**src/rtl/dmem_ctrl.sv**
```systemverilog
// rtl/dmem_ctrl.sv - byte-addressable data memory controller with request/response handshake
// Optional feature macro: DMEM_UNALIGNED_EN (two-row misaligned accesses).
module dmem_ctrl #(
  parameter int MEM_BYTES = 128,
  parameter int ADDR_W    = 32
) (
  input  logic              clk,
  input  logic              rst_n,
  input  logic              req_valid,
  output logic              req_ready,
  input  logic              req_write,
  input  logic [1:0]        req_size,
  input  logic              req_unsigned,
  input  logic [ADDR_W-1:0] req_addr,
  input  logic [31:0]       req_wdata,
  output logic              rsp_valid,
  input  logic              rsp_ready,
  output logic [31:0]       rsp_rdata,
  output logic              rsp_err
);

  localparam int ROWS  = MEM_BYTES / 4;
  localparam int IDX_W = $clog2(ROWS);
  localparam logic [ADDR_W:0] LIMIT = (ADDR_W+1)'(MEM_BYTES);

  typedef enum logic [1:0] {IDLE, ACCESS, ACCESS2, RESP} state_t;

  state_t            state;
  logic              wr_q;
  logic [1:0]        size_q;
  logic              uns_q;
  logic [ADDR_W-1:0] addr_q;
  logic [31:0]       wdata_q;
  logic [31:0]       lo_q;

  logic [31:0] mem [ROWS];

  logic [2:0]       nbytes;
  logic [3:0]       base_be;
  logic [7:0]       be;
  logic [1:0]       off;
  logic [ADDR_W:0]  end_addr;
  logic             range_err;
  logic             align_err;
  logic             span;
  logic             err;
  logic [IDX_W-1:0] row_lo;
  logic [IDX_W-1:0] row_hi;
  logic [63:0]      wwin;
  logic [63:0]      rwin;
  logic [31:0]      load_raw;
  logic [31:0]      load_ext;
  logic             we_lo;
  logic             we_hi;

  assign req_ready = rst_n && (state == IDLE);

  always_comb begin
    nbytes  = 3'd4;
    base_be = 4'b1111;
    case (size_q)
      2'b00: begin nbytes = 3'd1; base_be = 4'b0001; end
      2'b01: begin nbytes = 3'd2; base_be = 4'b0011; end
      default: begin nbytes = 3'd4; base_be = 4'b1111; end
    endcase
  end

  assign off       = addr_q[1:0];
  // Full-width sum so that large or wrapping addresses can never alias into range.
  assign end_addr  = {1'b0, addr_q} + {{(ADDR_W-2){1'b0}}, nbytes};
  assign range_err = end_addr > LIMIT;

`ifdef DMEM_UNALIGNED_EN
  assign align_err = 1'b0;
  assign span      = ({1'b0, off} + nbytes) > 3'd4;
`else
  assign align_err = (size_q == 2'b01 && off[0]) || (size_q == 2'b10 && off != 2'b00);
  assign span      = 1'b0;
`endif

  assign err    = (size_q == 2'b11) || range_err || align_err;
  assign row_lo = addr_q[IDX_W+1:2];
  assign row_hi = row_lo + IDX_W'(1);

  // A 64-bit window over two adjacent rows: lanes 0-3 lower row, 4-7 upper row.
  assign be   = {4'b0000, base_be} << off;
  assign wwin = {32'h0, wdata_q} << {off, 3'b000};
  assign rwin = (state == ACCESS2) ? {mem[row_hi], lo_q} : {32'h0, mem[row_lo]};
  assign load_raw = 32'(rwin >> {off, 3'b000});

  always_comb begin
    load_ext = load_raw;
    case (size_q)
      2'b00: load_ext = uns_q ? {24'h0, load_raw[7:0]}  : {{24{load_raw[7]}}, load_raw[7:0]};
      2'b01: load_ext = uns_q ? {16'h0, load_raw[15:0]} : {{16{load_raw[15]}}, load_raw[15:0]};
      default: load_ext = load_raw;
    endcase
  end

  assign we_lo = (state == ACCESS) && wr_q && !err;
  assign we_hi = (state == ACCESS2) && wr_q;

  always_ff @(posedge clk) begin
    for (int i = 0; i < 4; i++) begin
      if (we_lo && be[i])   mem[row_lo][8*i +: 8] <= wwin[8*i +: 8];
      if (we_hi && be[4+i]) mem[row_hi][8*i +: 8] <= wwin[32+8*i +: 8];
    end
  end

  always_ff @(posedge clk or negedge rst_n) begin
    if (!rst_n) begin
      state     <= IDLE;
      rsp_valid <= 1'b0;
      rsp_rdata <= 32'h0;
      rsp_err   <= 1'b0;
      wr_q      <= 1'b0;
      size_q    <= 2'b00;
      uns_q     <= 1'b0;
      addr_q    <= '0;
      wdata_q   <= 32'h0;
      lo_q      <= 32'h0;
    end else begin
      case (state)
        IDLE: begin
          if (req_valid) begin
            wr_q    <= req_write;
            size_q  <= req_size;
            uns_q   <= req_unsigned;
            addr_q  <= req_addr;
            wdata_q <= req_wdata;
            state   <= ACCESS;
          end
        end
        ACCESS: begin
          if (err) begin
            rsp_valid <= 1'b1;
            rsp_err   <= 1'b1;
            rsp_rdata <= 32'h0;
            state     <= RESP;
          end else if (span) begin
            lo_q  <= mem[row_lo];
            state <= ACCESS2;
          end else begin
            rsp_valid <= 1'b1;
            rsp_err   <= 1'b0;
            rsp_rdata <= wr_q ? 32'h0 : load_ext;
            state     <= RESP;
          end
        end
        ACCESS2: begin
          rsp_valid <= 1'b1;
          rsp_err   <= 1'b0;
          rsp_rdata <= wr_q ? 32'h0 : load_ext;
          state     <= RESP;
        end
        RESP: begin
          if (rsp_ready) begin
            rsp_valid <= 1'b0;
            rsp_rdata <= 32'h0;
            rsp_err   <= 1'b0;
            state     <= IDLE;
          end
        end
        default: state <= IDLE;
      endcase
    end
  end

endmodule

```
**config.mk**
```make
export PLATFORM = sky130hd
export DESIGN_NAME = dmem_ctrl
export DESIGN_NICKNAME = d
export VERILOG_FILES = /design/src/rtl/dmem_ctrl.sv
export SDC_FILE = /design/constraint.sdc
export NUM_CORES = 2
export LEC_CHECK = 0
export CELL_PAD_IN_SITES_DETAIL_PLACEMENT = 1
export CELL_PAD_IN_SITES_GLOBAL_PLACEMENT = 1
export CORE_ASPECT_RATIO = 0.6
export CORE_MARGIN = 1
export CORE_UTILIZATION = 42
export DETAILED_ROUTE_END_ITERATION = 6
export HOLD_SLACK_MARGIN = 0.1
export MAX_ROUTING_LAYER = met4
export PLACE_DENSITY = 0.74
export SETUP_SLACK_MARGIN = 0.2
export SLEW_MARGIN = 20
export SYNTH_ARGS = -nofsm -noshare
export SYNTH_HDL_FRONTEND = slang
export SYNTH_SLANG_ARGS = --single-unit
```
**constraint.sdc**
```tcl
create_clock -name clk -period 6.2 [get_ports clk]
set_input_delay 0.93 -clock clk [delete_from_list [all_inputs] [get_ports clk]]
set_output_delay 0.93 -clock clk [all_outputs]
set_load 0.02 [all_outputs]
```
* Word-level counts from Yosys, hierarchy flattened
Memory sizes are Yosys's and may differ from the RTL's.
Index checks and enable logic that the tools add are counted.
** Cells by class
- Add/sub/neg operators :: 2
- Magnitude comparators :: 1
- Equal/unequal tests :: 8
- Shift operators :: 3
- Mux-type cells :: 36
- Reductions and logical operators :: 29
** Operators with widths (count)
- two-way mux 32 bit :: 6
- case mux 32 bit (3 select lines) :: 1
- two-way mux 64 bit :: 1
- case mux 32 bit (2 select lines) :: 1
- << shifter 32 x 5 -> 64 bit :: 1
- right shift 64 x 5 -> 32 bit :: 1
- adder 32 x 3 -> 33 bit :: 1
- > comparator 33 x 8 -> 1 bit (second input constant) :: 1
- OR reduction 32 bit :: 1
- two-way mux 1 bit :: 18
- logical AND 1 bit :: 14
- equality test 2 bit (second input constant) :: 4
- case mux 4 bit (2 select lines) :: 1
- AND reduction 2 bit :: 4
- << shifter 4 x 2 -> 8 bit :: 1
- case mux 2 bit (3 select lines) :: 1
- case mux 3 bit (2 select lines) :: 1
- adder 5 x 1 -> 5 bit (second input constant) :: 1
- two-way mux 5 bit :: 1
- equality test 2 x 1 -> 1 bit (second input constant) :: 2
- logical NOT 2 bit :: 2
- two-way mux 2 bit :: 2
- two-way mux 4 bit :: 1
- != test 2 bit (second input constant) :: 2
- 7 further kinds :: 10
** Storage, ports and cells
- Bits in registers :: 104
- Memory bits (writable) :: 1024
- Input port bits :: 72
- Output and inout port bits :: 35
- Word-level logic and storage cells :: 89
- Memories kept :: 1
** Memories
- mem :: depth 32, bits a word 32, rd ports 2, clocked after memory_dff 0, wr ports 1, line 36 : logic [31:0] mem [ROWS];

* Longest topological paths before layout
- Word-level depth :: 12
- Depth in mapped cells :: 14
- Gate-level depth less buffers :: 12

* Worst setup path after synthesis
No wires, ideal clock.
- Path type :: register -> register
- Start point :: reg size_q[1]
- End point :: mem mem[13][16] (enable)
- Setup time :: 0.370 ns
- Data arrival time :: 3.906 ns
- Path slack :: 1.924 ns
- Cell stages (with the launch flop) :: 15
- Buffers on the path :: 2
- Period minus slack after synthesis :: 4.276 ns
- Cells stage by stage :: dfrtp_1 -> clkbuf_1 -> nor2_2 -> ha_1 -> fa_1 -> a21oi_1 -> nor4_4 -> nand4_1 -> nand4bb_1 -> a2111oi_2 -> nand4_1 -> nor2_1 -> a32oi_1 -> clkbuf_1 -> nor2_1
** On the way
- Longest elaborated chain between the ends :: 12
- Elaborated cells between the ends (all ways) :: 34
** Ends and longest elaborated chain
- from (decl) :: line 30 : logic [1:0] size_q;
- from (signal assigned) :: line 127 : size_q <= req_size;
- equality test 2 x 1 -> 1 bit or logical NOT 2 bit (tied branches) :: line 61, 77
- case mux 3 bit (2 select lines) :: line 61 : case (size_q)
- adder 32 x 3 -> 33 bit :: line 70 : assign end_addr = {1'b0, addr_q} + {{(ADDR_W-2){1'b0}}, nbytes};
- > comparator 33 x 8 -> 1 bit :: line 71 : assign range_err = end_addr > LIMIT;
- logical OR 1 bit (2 in a row) :: line 81 : assign err = (size_q == 2'b11) || range_err || align_err;
- logical NOT 1 bit :: line 100 : assign we_lo = (state == ACCESS) && wr_q && !err;
- logical AND 1 bit :: line 100
- logical AND 1 bit :: line 105 : if (we_lo && be[i]) mem[row_lo][8*i +: 8] <= wwin[8*i +: 8];
- two-way mux 1 bit :: line 105
- two-way mux 1 bit (not written as such) :: line 105
- two-way mux 4 bit (no line)
- to (decl) :: line 36
Several ways; a longest one is shown, not always the timed one.

* Worst setup path in the final report
- Start point :: reg addr_q[2]
- End point :: reg rsp_rdata[14]
** On the way
- Longest elaborated chain between the ends :: 9
- Elaborated cells between the ends (all ways) :: 14
** Ends and longest elaborated chain
- from (decl) :: line 32 : logic [ADDR_W-1:0] addr_q;
- from (signal assigned) :: line 129 : addr_q <= req_addr;
- adder 5 x 1 -> 5 bit :: line 83 : assign row_hi = row_lo + IDX_W'(1);
- memory (32 x 32 bit)
- two-way mux 64 bit :: line 88 : assign rwin = (state == ACCESS2) ? {mem[row_hi], lo_q} : {32'h0, mem[row_lo]};
- right shift 64 x 5 -> 32 bit :: line 89 : assign load_raw = 32'(rwin >> {off, 3'b000});
- two-way mux 32 bit (on tied branches) :: line 95, 94
- case mux 32 bit (2 select lines) :: line 93 : case (size_q)
- two-way mux 32 bit :: line 146, 153
- two-way mux 32 bit :: line 135 : if (err) begin
- case mux 32 bit (3 select lines) * :: line 123 : case (state)
- to (signal assigned) :: line 146 : rsp_rdata <= wr_q ? 32'h0 : load_ext;
- to (signal assigned) :: line 153 : rsp_rdata <= wr_q ? 32'h0 : load_ext;
- to (decl) :: line 18 : output logic [31:0] rsp_rdata,
Mark *: on every way between the ends. The rest lies on a longest branch, timed or not.
A chain may end at the register's enable or synchronous reset.

==> results.toml <==
[power]
p_sw_mw = 14.7
pwr-share-seq_pct = 31.3
pwr-share-clk_pct = 19.5
ir_worst_vdd_mv = 0.481
power.total_mw = 34.7
p_sw_share_pct = 42.3
p_comb_share_pct = 49.2
power_density_nw_per_um2 = 583
leakagePower_nw = 19.3
p_int_mw = 20.0

[logic_synthesis]
async_reset_ff_share_pct = 9.22
synth_xor_area_share_pct = 0.217
synthMuxAreaShare_pct = 24.3
synthTopCellsByArea = "edfxtp_1 59%, mux4_2 20%, dfrtp_1 5.0%, mux2i_1 2.9%, mux2_2 1.8%"
synth_cells = 2935
synth_edf_count = 1024
synth_top_family_by_area = "multiplexers"
seq_area_frac_synth_pct = 63.6
synth_seq_cells = 1128
yosysTopAreaCell = "edfxtp_1"
synthesis.area_sq_um = 52400
synth_fa_ha_area_share_pct = 0.301
synth_compound_area_share_pct = 4.66
avgSynthCellArea_sq_um = 17.9
synthDistinctLibCells = 75
syn_nets = 3019
yosysWarnings = 0
synth-simple-area-share_pct = 4.77
ys.flop_type = "edfxtp_1"
synth_top_area_share_pct = 58.7

[cts]
cts_tree = "done"
cts.clk_slew.worst_paths_ns = 0.07
clk_root_buffer_cell = "clkbuf_16"
clk_path_buf_depth = 3
cts_num_sinks = 1128
cts_resized = 0
clkLatencyLatePin_ns = 0.74
htreeDepth = 3
cts_buffers = 103
post_cts_buffers = 0
cts_hold_buf = 0

[sta]
report.final.slew_viol_count = 0
slew_headroom_pct = 9.70
max_freq_mhz = 192
rsz0062_at_grt = "false"
hold_viol = 0
worst_slew_pin_slew_ns = 1.35
setup-tns-final_ns = 0
fin_crit_ns = 5.22
final.setup_skew_ns = 0.0206
setup_viol = 0
fin_crit_sh_pct = 84.1

[die]
die_area_sq_um = 126000
ios = 107
die_y_microns = 276
initial_utilization_pct = 42.7
core_area_sq_um = 123000
placementRows = 99
die_w_microns = 458

[critical_path]
cp-startpoint = "addr_q[2]"
path_cells = "buf_12, inv_2, nand2_1, o221ai_1, a221oi_1, a221oi_1, buf_4, a2bb2oi_1, a2111oi_0, a211o_1"
crit_top_cell = "a221oi_1"
cp_num_buf_inv = 3
crit_arrival_ns = 5.89
crit_fanout = 74
cpPeakStageDelay_ns = 0.88
cp.depth = 10
cpLargestDelayFamily = "compound AO/OA/AOI/OAI gates"
slowest_stage = "a221oi_1"
crit_type = "register to register"
r2r-start = "addr_q[2]"
required_ns = 6.87
critPathLaunchType = "register"
rr_worst_depth = 10
worst_setup_path_end_kind = "register"

[place]
hpwlAfterDp_microns = 127000
gp_congestion = 1.01
io_buffers = 106

[route]
dr.pass1.iters = 7
drt_iter0_drc = 5539
via_count = 33000
wl_microns = 181000
routed_via_density = 6.90
drt.antenna.violating_nets = 0
wl_per_cell_microns = 37.9
drc_errors = 0

[global_route]
grt_pass1_vias = 32500
grt_usage_pct = 29.7
antenna_found_initial = 9
grt.overflow.total = 0
grt_pass1_wl_microns = 255000
grt_max_degree = 113

[status]
status = "finished, final reports clean"

[finish]
n_fill_cell = 11400
fin_nets = 3152
syn_to_final_growth_pct = 13.6
final_layout_size_suffix_gt1_share_pct = 29.0

[run]
maxCapViolCount = 0

[hold_path]
min_path_type = "primary input to async pin"
[path summary, 6_finish.rpt]
path                                  to  slack [ns]
min in group clk           rsp_rdata[10]        0.51
max reg2reg                rsp_rdata[14]        0.98
min reg2reg                rsp_rdata[10]        0.51
min                           addr_q[25]        0.16
max                        rsp_rdata[14]        0.98
max in group asynchronous      addr_q[4]        4.52
[sequential cells by signal (all words and copies together) (netlist names)]
name	count
rsp_rdata	32
uns_q	1
wr_q	1
size_q	2
wdata_q	32
rsp_valid	1
rsp_err	1
mem	1024
addr_q	32
state	2
[power groups by stage]
stage | logic (mW) | clock network, mW | registers, mW
2_1_floorplan | 9.78 | 0 | 10.7
3_3_place_gp | 16.0 | 0 | 11.0
3_5_place_dp | 16.4 | 0 | 11.0
4_1_cts | 16.5 | 6.81 | 10.8
5_1_grt | 17.5 | 7.05 | 10.9
6_report | 17.1 | 6.76 | 10.9
[cells in the mapped netlist (all sizes together) (3+ instances only)]
cell / n
edfxtp: 1024
mux4: 457
nor2: 184
nand2: 178
mux2i: 150
buf: 127
dfrtp: 104
clkbuf: 89
mux2: 84
nand3: 58
a221oi: 43
a21oi: 31
a22oi: 29
a22o: 26
nand4: 25
and3: 24
o221ai: 22
nor2b: 21
nor3: 20
a211o: 18
o21ai: 18
a32oi: 17
nand2b: 17
a2bb2oi: 14
o22ai: 14
inv: 13
ha: 11
xnor2: 11
a2111oi: 9
o211ai: 9
o31ai: 9
a32o: 8
o2bb2ai: 8
o21a: 7
a211oi: 6
a31oi: 6
and2: 5
nor4: 5
nor3b: 3
or2: 3
or3: 3
[final cells by class]
cell class	instances	area, sq um	area share, %
flip-flops and latches	1128	33400	56.0
multi-input cells	1577	18400	30.9
clock buffers	129	2820	4.74
repair buffers	244	2190	3.69
well taps	1616	2020	3.40
clock inverters	63	688	1.16
inverters	14	52.6	0.0883
diodes	8	20.0	0.0336
[cells by family (layout without fill, tap and decap cells)]
logic type	Yosys count	after routing
adders and majority gates	12	12
DFF	1128	1128
and+or+nand+nor	552	552
buffers and inverters	230	450
other	0	8
xor gates and xnor gates	13	13
AOI/OAI and AO/OA	309	309
muxes	691	691
[layer usage]
metal,part of all wire (%),up-vias,routed length [microns],global-route usage [%]
li1,-,12500,-,-
met3,15,337,26800,11.5
met4,2.8,0,5070,7.68
met5,0,-,0,-
met2,41,2427,74900,39.4
met1,41,17700,74300,42.4
[per-stage QoR]
stage | setup slack [ns] | util, % | cell area, sq um | hold WS [ns] | cells
CTS | 0.997 | 48.5 | 59500 | 0.153 | 4771
global placement | 0.991 | 45.7 | 56000 | 0.483 | 4579
finish | 0.983 | 48.6 | 59500 | 0.164 | 4779
global route | 0.623 | 48.6 | 59500 | 0.184 | 4778
detailed placement | 1.04 | 45.7 | 56000 | 0.508 | 4579
floorplan | 1.92 | - | 52400 | 0.501 | 2935
[cell usage in the layout, fill, tap and decap left out, drive strengths merged, types with 9 or more instances in the layout]
cell type,count
a2111oi,9
a211o,18
a21oi,31
a221oi,43
a22o,26
a22oi,29
a2bb2oi,14
a32oi,17
and3,24
buf,139
bufinv,12
clkbuf,129
clkdlybuf4s50,105
clkinv,40
dfrtp,104
edfxtp,1024
ha,11
inv,18
mux2,84
mux2i,150
mux4,457
nand2,178
nand2b,17
nand3,58
nand4,25
nor2,184
nor2b,21
nor3,20
o211ai,9
o21ai,18
o221ai,22
o22ai,14
o31ai,9
xnor2,11
Power figures use the tool's default switching activity.
